File: src/rtl/serial_chunk_adder_pkg.sv
// Shared constants for the serial chunk adder.
// FSM encodings and default operand/chunk sizes.
package serial_chunk_adder_pkg;

  typedef logic [1:0] state_t;

  localparam state_t ST_IDLE = 2'd0;
  localparam state_t ST_RUN  = 2'd1;
  localparam state_t ST_DONE = 2'd2;

  localparam int DEF_WIDTH = 16;
  localparam int DEF_CHUNK = 4;

endpackage

File: src/rtl/serial_chunk_adder_ripple.sv
// CHUNK-bit combinational ripple of full-adder cells.
// Also exports the carry into the MSB for signed overflow.
module chunk_ripple_adder #(
  parameter int CHUNK = 4
) (
  input  logic [CHUNK-1:0] a,
  input  logic [CHUNK-1:0] b,
  input  logic             cin,
  output logic [CHUNK-1:0] sum,
  output logic             cout,
  output logic             cmsb
);

  logic c;

  // Ripple the carry through one full-adder cell per bit.
  always_comb begin
    c    = cin;
    cmsb = cin;
    sum  = '0;
    for (int i = 0; i < CHUNK; i++) begin
      if (i == CHUNK - 1) cmsb = c;
      sum[i] = a[i] ^ b[i] ^ c;
      c      = (a[i] & b[i]) | (c & (a[i] ^ b[i]));
    end
  end

  assign cout = c;

endmodule

File: src/rtl/serial_chunk_adder.sv
// Multi-cycle add/sub: one CHUNK-bit slice per clock, LSB first.
// Define SERIAL_ADDER_OVF_FLAG_EN to add the signed-overflow output ovf.
module serial_chunk_adder
  import serial_chunk_adder_pkg::*;
#(
  parameter int WIDTH = DEF_WIDTH,
  parameter int CHUNK = DEF_CHUNK
) (
  input  logic             clk,
  input  logic             rst,
  input  logic             in_valid,
  output logic             in_ready,
  input  logic [WIDTH-1:0] a,
  input  logic [WIDTH-1:0] b,
  input  logic             cin,
  input  logic             sub,
  output logic             out_valid,
  input  logic             out_ready,
  output logic [WIDTH-1:0] sum,
  output logic             cout,
  output logic             busy
`ifdef SERIAL_ADDER_OVF_FLAG_EN
  ,
  output logic             ovf
`endif
);

  localparam int NCHUNK = WIDTH / CHUNK;
  localparam int IW = (NCHUNK > 1) ? $clog2(NCHUNK) : 1;
  localparam logic [IW-1:0] LAST = IW'(NCHUNK - 1);

  if (WIDTH % CHUNK != 0) begin : g_bad_chunk
    $error("WIDTH must be a multiple of CHUNK");
  end

  state_t           state_q, state_d;
  logic [IW-1:0]    idx_q, idx_d;
  logic             carry_q, carry_d;
  logic             cout_q, cout_d;
  logic [WIDTH-1:0] a_q, a_d;
  logic [WIDTH-1:0] b_q, b_d;
  logic [WIDTH-1:0] sum_q, sum_d;
`ifdef SERIAL_ADDER_OVF_FLAG_EN
  logic             ovf_q, ovf_d;
`endif

  logic [CHUNK-1:0] ch_a, ch_b, ch_s;
  logic             ch_co, ch_cm;

  assign ch_a = a_q[idx_q*CHUNK +: CHUNK];
  assign ch_b = b_q[idx_q*CHUNK +: CHUNK];

  chunk_ripple_adder #(
    .CHUNK(CHUNK)
  ) u_ripple (
    .a    (ch_a),
    .b    (ch_b),
    .cin  (carry_q),
    .sum  (ch_s),
    .cout (ch_co),
    .cmsb (ch_cm)
  );

`ifndef SERIAL_ADDER_OVF_FLAG_EN
  logic unused_cmsb;
  assign unused_cmsb = ch_cm;
`endif

  // Next-state: accept in IDLE, one slice per RUN cycle, hold in DONE.
  always_comb begin
    state_d = state_q;
    idx_d   = idx_q;
    carry_d = carry_q;
    cout_d  = cout_q;
    a_d     = a_q;
    b_d     = b_q;
    sum_d   = sum_q;
`ifdef SERIAL_ADDER_OVF_FLAG_EN
    ovf_d   = ovf_q;
`endif
    case (state_q)
      ST_IDLE: begin
        if (in_valid) begin
          a_d     = a;
          b_d     = b ^ {WIDTH{sub}};
          carry_d = cin ^ sub;
          idx_d   = '0;
          state_d = ST_RUN;
        end
      end
      ST_RUN: begin
        sum_d[idx_q*CHUNK +: CHUNK] = ch_s;
        carry_d = ch_co;
        if (idx_q == LAST) begin
          cout_d  = ch_co;
`ifdef SERIAL_ADDER_OVF_FLAG_EN
          ovf_d   = ch_cm ^ ch_co;
`endif
          state_d = ST_DONE;
        end else begin
          idx_d = idx_q + 1'b1;
        end
      end
      ST_DONE: begin
        if (out_ready) state_d = ST_IDLE;
      end
      default: state_d = ST_IDLE;
    endcase
  end

  // State and datapath registers; reset aborts any operation.
  always_ff @(posedge clk or posedge rst) begin
    if (rst) begin
      state_q <= ST_IDLE;
      idx_q   <= '0;
      carry_q <= 1'b0;
      cout_q  <= 1'b0;
      a_q     <= '0;
      b_q     <= '0;
      sum_q   <= '0;
`ifdef SERIAL_ADDER_OVF_FLAG_EN
      ovf_q   <= 1'b0;
`endif
    end else begin
      state_q <= state_d;
      idx_q   <= idx_d;
      carry_q <= carry_d;
      cout_q  <= cout_d;
      a_q     <= a_d;
      b_q     <= b_d;
      sum_q   <= sum_d;
`ifdef SERIAL_ADDER_OVF_FLAG_EN
      ovf_q   <= ovf_d;
`endif
    end
  end

  assign in_ready  = (state_q == ST_IDLE);
  assign out_valid = (state_q == ST_DONE);
  assign busy      = (state_q != ST_IDLE);
  assign sum       = sum_q;
  assign cout      = cout_q;
`ifdef SERIAL_ADDER_OVF_FLAG_EN
  assign ovf       = ovf_q;
`endif

endmodule

File: config.mk
export PLATFORM = sky130hd
export DESIGN_NAME = serial_chunk_adder
export DESIGN_NICKNAME = d
export VERILOG_FILES = /design/src/rtl/serial_chunk_adder_pkg.sv /design/src/rtl/serial_chunk_adder_ripple.sv /design/src/rtl/serial_chunk_adder.sv
export SDC_FILE = /design/constraint.sdc
export NUM_CORES = 1
export LEC_CHECK = 0
export CELL_PAD_IN_SITES_DETAIL_PLACEMENT = 1
export CELL_PAD_IN_SITES_GLOBAL_PLACEMENT = 1
export CORE_MARGIN = 2
export CORE_UTILIZATION = 40
export CTS_CLUSTER_SIZE = 30
export DETAILED_ROUTE_END_ITERATION = 12
export PLACE_DENSITY_LB_ADDON = 0.3
export SYNTH_ARGS = -nofsm -noshare
export SYNTH_HDL_FRONTEND = slang
export SYNTH_SLANG_ARGS = --single-unit
export TNS_END_PERCENT = 30
File: constraint.sdc
create_clock -name clk -period 4.3 [get_ports clk]
set_input_delay 0.86 -clock clk [delete_from_list [all_inputs] [get_ports clk]]
set_output_delay 0.86 -clock clk [all_outputs]
set_load 0.01 [all_outputs]
# Word-level counts from Yosys, hierarchy flattened
# Cells that the tools add are included.
[word_totals] register_bits=54 in_bits=38 out_inout_bits=20 word_cells=60
[op_classes] addsub=2 eq_ne=7 shifts=4 n_mux=10 bitwise_logic=22 n_reduce_logical=8
[op_table] op="negation 4 -> 34 bit" count=1
[op_table] op="variable shift 4 x 34 -> 16 bit (first input constant)" count=1
[op_table] op="indexed part select 4 x 34 -> 16 bit" count=1
[op_table] op="indexed part select 16 x 5 -> 4 bit" count=2
[op_table] op="bitwise mux 16 bit" count=1
[op_table] op="XOR 16 bit" count=1
[op_table] op="2-to-1 mux 2 bit" count=5
[op_table] op="XOR 1 bit" count=9
[op_table] op="bitwise AND 1 bit" count=8
[op_table] op="inequality test 2 bit (second input constant)" count=3
[op_table] op="one-hot mux 2 bit (3 select lines)" count=1
[op_table] op="AND reduction 2 bit" count=3
[op_table] op="AND reduction 3 bit" count=2
[op_table] op="== test 2 bit (second input constant)" count=2
[op_table] op="OR 1 bit" count=4
[op_table] op="one-hot mux 2 bit (2 select lines)" count=1
[op_table] op="nonzero test 2 bit" count=2
[op_table] op="adder 2 x 1 -> 2 bit (second input constant)" count=1
[op_table] op="== test 2 x 1 -> 1 bit (second input constant)" count=1
[op_table] op="logical NOT 2 bit" count=1
[op_table] op="inequality test 2 x 1 -> 1 bit (second input constant)" count=1
[op_table] op="one-hot mux 1 bit (2 select lines)" count=1
[op_table] op="2-to-1 mux 1 bit" count=1

# Longest topological paths before layout
# Gate-level depths: netlist of the first run.
[depth] word_depth=11 mapped_depth=8 depth_no_buf=7

# Modules after synthesis
# Synthesis of the first run repeated with hierarchy kept, for this count alone.
[unflattened] hier_cells=200 area_unflattened_um2=2636.3
[by_module_without_submodules] module="serial_chunk_adder" instances=1 cells_each=188 area_per_inst_um2=2526.2 seq_area_each_um2=1351.3
[by_module_without_submodules] module="chunk_ripple_adder" instances=1 cells_each=12 area_per_inst_um2=110.1 seq_area_each_um2=0.0

# Worst setup path after synthesis of the first run
# Ideal clock, no wire load.
[synth_timing] kind="reg2reg" from="register idx_q[0]" to="register sum_q[11] (netlist: sum[11])" setup_time_ns=0.096 arrival_time_ns=3.192 t_required_ns=4.204 slack_ns=1.012 path_stages_with_launch=9 n_path_buf=1 synth_period_minus_slack_ns=3.288 path_cell_list="dfrtp_1 -> buf_4 -> mux4_2 -> fa_1 -> fa_1 -> fa_1 -> fa_1 -> nand2b_1 -> o31ai_1"
[synth_via] elab_chain_len=11 word_cells_on_any_way=23
[synth_lines] element="from (decl)" line="serial_chunk_adder.sv:37" source="logic [IW-1:0] idx_q, idx_d;"
[synth_lines] element="from (signal assigned)" line="serial_chunk_adder.sv:126" source="idx_q <= idx_d;"
[synth_lines] element="indexed part select 16 x 5 -> 4 bit, on equally long branches" line="serial_chunk_adder.sv:50, serial_chunk_adder.sv:51"
[synth_lines] element="XOR 1 bit" line="serial_chunk_adder_ripple.sv:23, serial_chunk_adder_ripple.sv:24"
[synth_lines] element="bitwise AND 1 bit" line="serial_chunk_adder_ripple.sv:24" source="c = (a[i] & b[i]) | (c & (a[i] ^ b[i]));"
[synth_lines] element="OR 1 bit" line="serial_chunk_adder_ripple.sv:24"
[synth_lines] element="bitwise AND 1 bit" line="serial_chunk_adder_ripple.sv:24"
[synth_lines] element="OR 1 bit" line="serial_chunk_adder_ripple.sv:24"
[synth_lines] element="bitwise AND 1 bit" line="serial_chunk_adder_ripple.sv:24"
[synth_lines] element="OR 1 bit" line="serial_chunk_adder_ripple.sv:24"
[synth_lines] element="XOR 1 bit" line="serial_chunk_adder_ripple.sv:23" source="sum[i] = a[i] ^ b[i] ^ c;"
[synth_lines] element="indexed part select 4 x 34 -> 16 bit" line="serial_chunk_adder.sv:92" source="sum_d[idx_q*CHUNK +: CHUNK] = ch_s;"
[synth_lines] element="bitwise mux 16 bit (*)" line="serial_chunk_adder.sv:92"
[synth_lines] element="to (signal assigned)" line="serial_chunk_adder.sv:131" source="sum_q <= sum_d;"
[synth_lines] element="to (decl)" line="serial_chunk_adder.sv:42" source="logic [WIDTH-1:0] sum_q, sum_d;"
# Every way passes the cells marked *; elsewhere a longest branch is shown, timed or not.
# A chain may end at the register's enable or synchronous reset.

# Final worst setup path of the first run
[layout_timing] from="register idx_q[1]" to="register sum_q[11] (netlist: sum[11])"
# The elaborated chain is that of the path after synthesis.

==> metrics, run 1 <==
status=completed; clk sinks=54; synthesis-stage register bit count=54; clock tree buffer depth=2; DP Area=0.00324 sq mm; Worst-path clk slew=0.10 ns; nets@finish=approximately 310; Area contributors post-synth=dfrtp_1 (51%), mux4_2 (6.8%), xnor2_1 (5.7%), mux2_2 (5.6%), o31ai_1 (3.4%); Mapped Cells=208; Synth Area in Compound Gates=8.59%; TritonCTS buffer count=5; vias per cell=5.14; clock root cell=clkbuf_8; antenna fix cells=0; initial antenna violation count=0; Slew Limit Fails=0; f_max=between 300 and 400 MHz; Non-Filler Instances=341; Hold Vio Cnt, Final=0; Total Routing Usage GR=between 15 and 20%; First-pass DRT Iterations=4; Routed wire per std cell=15.6 um; Post-CTS Hold Fix Bufs=0; Clock Latency Late Sink=0.31 ns; Synth Area in Simple Gates=10.4%; htree depth=2; max_cap viols=0; synth-to-layout area growth=26.9%; CP startpoint kind=flop; row count=29; Critical Path AT=3.46 ns; Post-Synth XOR/XNOR Area=roughly 5.7%; worst relative slew slack=26.3%; Final Routed Wirelength=between 5 and 6 mm; number of remaining DRC errors=0; pin count of the biggest net entering global routing=55; postcts setup bufs=0; met3 wire len=203 um; post-synthesis mux area share=14.5%; vias in the first global route=1843; Sum Neg Setup Slack=0 ns; RSZ-0062 raised after global routing=false; Distinct cells, synth=26; CP max FO=13; Final period util=75.1%; Final Critical Period=between 3 and 4 ns; required time of the worst setup path=4.53 ns; met2 routed WL=2.68 mm; Fillers=666; Die W=85.2 um; Worst-Margin Slew=1.10 ns; sequential cell area=0.00135 sq mm; syn_area_per_cell=roughly 13 sq um; Iter 0 DRT Violations=81; main combinational cell family by area after synthesis=multiplexers; YS warnings=0; die footprint=0.00725 sq mm; post-CTS resize count=0; Met1 Wirelength=approximately 2.4 mm; adder-cell share of the synthesized area=5.89%; HP Class=reg2reg; maximum vdd drop=approximately 0.0003 V; clock skew=around 0.0043 ns; core area=roughly 0.0063 sq mm; Final Wtd Congestion=0.744; Crit Path Class=reg2reg; Final setup viols=0; DR vias=1752; Initial Util=around 41%; port bufs=57; I/O pin total=58; first-pass GRT wire length=9.14 mm; top routing layer in use=met4; area leader, netlist=dfrtp_1; share of layout cells above drive strength 1=a little over an eighth; final instance area=between 0.003 and 0.004 sq mm; multi-input logic area=0.00119 sq mm; DP Wirelength=3.94 mm; placed insts=333; top cell type's share of synthesized area=between 50% and 60%; antenna-violating nets left=0; Die Ht=85.2 um; area of the mapped netlist=~0.0026 sq mm; pwr/cell area=746 mW/mm^2; TritonCTS clock tree=done; sequential area share after synthesis=between 50% and 60%; total grt overflow=0; Critical Path End Type=flop; syn nets=around 260; Leak Pwr=1.35 nW
[flip-flops by register name, summed over array words and instances, names as in the netlist]
name / count
a_q: 16
sum: 16
idx_q: 2
state_q: 2
b_q: 16
cout: 1
carry_q: 1
[synth_stat cells]
cell type	n
dfrtp_1	54
nor3_1	1
nand3b_4	1
fa_1	4
buf_6	2
nor2b_1	3
mux4_2	8
xnor2_1	17
mux2_1	5
clkbuf_1	1
nor3b_1	1
buf_4	5
a21oi_1	16
buf_2	3
nand3b_1	3
nand2b_1	6
nor3b_4	1
a22o_1	5
a211oi_2	1
nor2_1	18
nor4b_2	1
ha_1	6
inv_1	5
nand2_1	16
o31ai_1	12
mux2_2	13
[cells in the final DEF, fill, tap and decap left out]
| cell type | instances |
|---|---|
| a211oi_2 | 1 |
| a21oi_1 | 16 |
| a22o_1 | 5 |
| buf_4 | 2 |
| clkbuf_8 | 7 |
| clkdlybuf4s50_1 | 57 |
| clkinv_4 | 1 |
| dfrtp_1 | 54 |
| fa_1 | 4 |
| ha_1 | 6 |
| inv_1 | 4 |
| inv_2 | 1 |
| mux2_1 | 5 |
| mux2_2 | 13 |
| mux4_2 | 8 |
| nand2_1 | 16 |
| nand2b_1 | 6 |
| nand3b_1 | 3 |
| nand3b_4 | 1 |
| nor2_1 | 18 |
| nor2b_1 | 3 |
| nor3_1 | 1 |
| nor3b_1 | 1 |
| nor3b_4 | 1 |
| nor4b_2 | 1 |
| o31ai_1 | 12 |
| xnor2_1 | 17 |
[per-layer routing]
layer  up-vias  global-route usage [%]
met1       875                    21.5
met4         0                    3.03
li1        830                       -
met3         6                    3.79
met2        41                    26.6
met5         -                       0
[worst paths after layout]
check                                     start  cells after the start                  end  slack, ns
setup / recovery           idx_q[1]$_DFFE_PP0P_                      7  sum[11]$_DFFE_PP0P_       1.07
hold / removal               sum[6]$_DFFE_PP0P_                      2   sum[6]$_DFFE_PP0P_       0.48
setup reg to reg           idx_q[1]$_DFFE_PP0P_                      7  sum[11]$_DFFE_PP0P_       1.07
hold reg to reg              sum[6]$_DFFE_PP0P_                      2   sum[6]$_DFFE_PP0P_       0.48
max in group asynchronous                   rst                      2  b_q[13]$_DFFE_PP0P_       2.48
min in group asynchronous                   rst                      2  sum[12]$_DFFE_PP0P_       1.15
[final cells by class]
class	instances	area share, %
clock buffer	7	2.88
inverter	5	0.561
tap	77	2.88
timing repair buffer	59	17.5
sequential	54	40.4
multi-input combinational	138	35.5
clock inverter	1	0.262
[power by group]
group	leakage, nW	internal, mW	total [mW]	switching (mW)
combinational	0.642	0.637	1.26	0.619
sequential	0.655	0.739	0.918	0.179
clock	0.0544	0.148	0.319	0.171
total	1.35	1.52	2.49	0.970
[kinds of logic after synthesis]
kind of cell,after synthesis
flip-flops,54
AND/OR/NAND/NOR,51
AO/OA/AOI/OAI,34
multiplexers,26
XOR/XNOR,17
buffers and inverters,16
adder cells (fa/ha/maj),10
[per-stage QoR]
step / total power [mW] / utilization (%) / setup slack, ns / hold slack (ns)
after floorplan: 1.77 / - / 1.01 / 0.453
after global placement: 2.17 / 51.0 / 1.14 / 0.460
after detailed placement: 2.21 / 51.0 / 1.08 / 0.470
after CTS: 2.54 / 52.7 / 1.05 / 0.493
after global routing: 2.72 / 52.7 / 0.894 / 0.516
final: 2.49 / 52.7 / 1.07 / 0.485
[worst max-delay path, stage by stage, from the launching register on]
cell	delay (ns)
dfrtp_1	0.67
mux4_2	0.40
fa_1	0.44
fa_1	0.39
fa_1	0.38
fa_1	0.52
nand2b_1	0.10
o31ai_1	0.23
Note: power is estimated with default switching activity, not from simulation.
==> inputs of run 2 (changes only) <==
CORE_UTILIZATION = 36   (was 40)
clock period = 2.8 ns   (was 4.3 ns; I/O delays follow)
==> run 2 against run 1 <==
  * Critical path depth did not move
  * Critical path type unchanged
  * Via count fell by 0.40%
  * Final cell count increased by 8.5%
  * The flow now finishes with violations (negative setup slack)
  * Design area up 3.4%
  * Non-clock buffer count is 7 higher
  * Clock-buffer cell count decreased by 2
  * Combinational power grew 65%
==> metrics, run 2 (synthesis results as in run 1) <==
beginning of the worst hold path=sum[11]$_DFFE_PP0P_; placed insts=362; clk sinks=54; TritonCTS buffer count=5; Critical Path AT=3.20 ns; Final Critical Period=2.97 ns; die footprint=around 0.008 sq mm; Final period util=106%; initial antenna violation count=0; Critical Path End Type=flop; commonest non-fill, non-tap cells in the layout=clkdlybuf4s50_1 (57), dfrtp_1 (53), nor2_1 (18); status=complete, but fails checks; Worst R2R Path Depth=7; most common cell after layout, fill and taps aside=clkdlybuf4s50_1; pin count of the biggest net entering global routing=29; worst relative slew slack=59.3%; WHS Endpoint=sum[11]$_DFFE_PP0P_; Non-Filler Instances=370; DP Area=0.00334 sq mm; htree depth=2; Worst R2R End=sum[15]$_DFFE_PP0P_; Final setup viols=5; clock root cell=clkbuf_8; Leak Pwr=about 1.4 nW; vias in the first global route=1883; First-pass DRT Iterations=4; total grt overflow=0; Total Routing Usage GR=15.5%; Fillers=758; clock tree buffer depth=2; Sum Neg Setup Slack=-0.495 ns; core area=around 0.0072 sq mm; hold depth=2; number of remaining DRC errors=0; max_cap viols=0; Worst-Margin Slew=roughly 0.61 ns; failing checks=negative setup slack; Crit Path Class=reg2reg; antenna fix cells=0; Hold Vio Cnt, Final=0; Worst-path clk slew=0.10 ns; RSZ-0062 raised after global routing=true; pre-CTS WS=-0.181 ns; TritonCTS clock tree=done; total chip power=around 4.0 mW; DP Wirelength=about 4.4 mm; final worst slack=-0.174 ns; worst hold slack=0.480 ns; HP Class=reg2reg; port bufs=57; required time of the worst setup path=roughly 3.0 ns; pwr/cell area=roughly 1200 mW/mm^2; antenna-violating nets left=0; f_max=336 MHz; Iter 0 DRT Violations=57; Core Util, Final=48.2%; final instance area=0.00346 sq mm; sequential cell area=0.00135 sq mm; I/O pin total=58; DR vias=1745; Final Routed Wirelength=5.46 mm; Routed wire per std cell=around 15 um; Final Wtd Congestion=0.775; share of layout cells above drive strength 1=17.7%; vias per cell=~4.7; Die W=roughly 90 um; CP startpoint kind=flop; first-pass GRT wire length=9.33 mm; worst r2r src=idx_q[0]$_DFFE_PP0P_; Clock Latency Late Sink=around 0.32 ns; maximum vdd drop=0.000356 V; Initial Util=between 30 and 40%; R2R setup slack=-0.17 ns; clock skew=0.0103 ns; nets@finish=318; CP max FO=4; Die Ht=89.6 um; synth-to-layout area growth=31.2%; row count=31; multi-input logic area=about 0.0012 sq mm; Slew Limit Fails=0
## run 2: report_power, final
| group | switching [mW] | internal (mW) | leakage (nW) |
|---|---|---|---|
| logic | 1.04 | 1.04 | 0.680 |
| registers | 0.235 | 1.14 | 0.653 |
| clock network | 0.264 | 0.268 | 0.0585 |
| total | 1.54 | 2.44 | 1.39 |
## run 2: cell type report
class | instances | share of cell area (%)
flip-flops and latches | 54 | 39.1
clock inverters | 3 | 1.27
well taps | 99 | 3.58
repair buffers | 66 | 18.8
inverters | 5 | 0.543
clock buffers | 5 | 1.99
multi-input cells | 138 | 34.7
## run 2: what timing repair did
| action | CTS | global route |
|---|---|---|
| pin swaps | 0 | 3 |
| endpoints found under the hold margin | 0 | 0 |
| setup endpoints to repair | 5 | 8 |
| hold buffers | 0 | 0 |
| gates resized for setup | 0 | 1 |
| buffers inserted | 0 | 0 |
| cloned | 0 | 0 |
## run 2: worst max path at each step
stage / from / to / depth (start not counted)
floorplan: idx_q[0]$_DFFE_PP0P_ / sum[11]$_DFFE_PP0P_ / 8
global route: idx_q[0]$_DFFE_PP0P_ / sum[15]$_DFFE_PP0P_ / 7
detailed placement: idx_q[0]$_DFFE_PP0P_ / sum[15]$_DFFE_PP0P_ / 7
finish: idx_q[0]$_DFFE_PP0P_ / sum[15]$_DFFE_PP0P_ / 7
global placement: idx_q[0]$_DFFE_PP0P_ / sum[15]$_DFFE_PP0P_ / 7
CTS: idx_q[0]$_DFFE_PP0P_ / sum[15]$_DFFE_PP0P_ / 7
## run 2: worst max-delay path, stage by stage, from the launching register on
cell and delay [ns]:
dfrtp_2 0.42, mux4_2 0.53, fa_2 0.37, fa_2 0.35, fa_2 0.35, fa_1 0.54
nand2b_1 0.11, o31ai_1 0.21
## run 2: metal layers
layer	track usage, %	wire [um]	up-vias
li1	-	-	843
met1	19.3	2420	854
met2	26.9	2780	40
met3	3.32	192	8
met4	4.48	70	0
met5	0	0	-
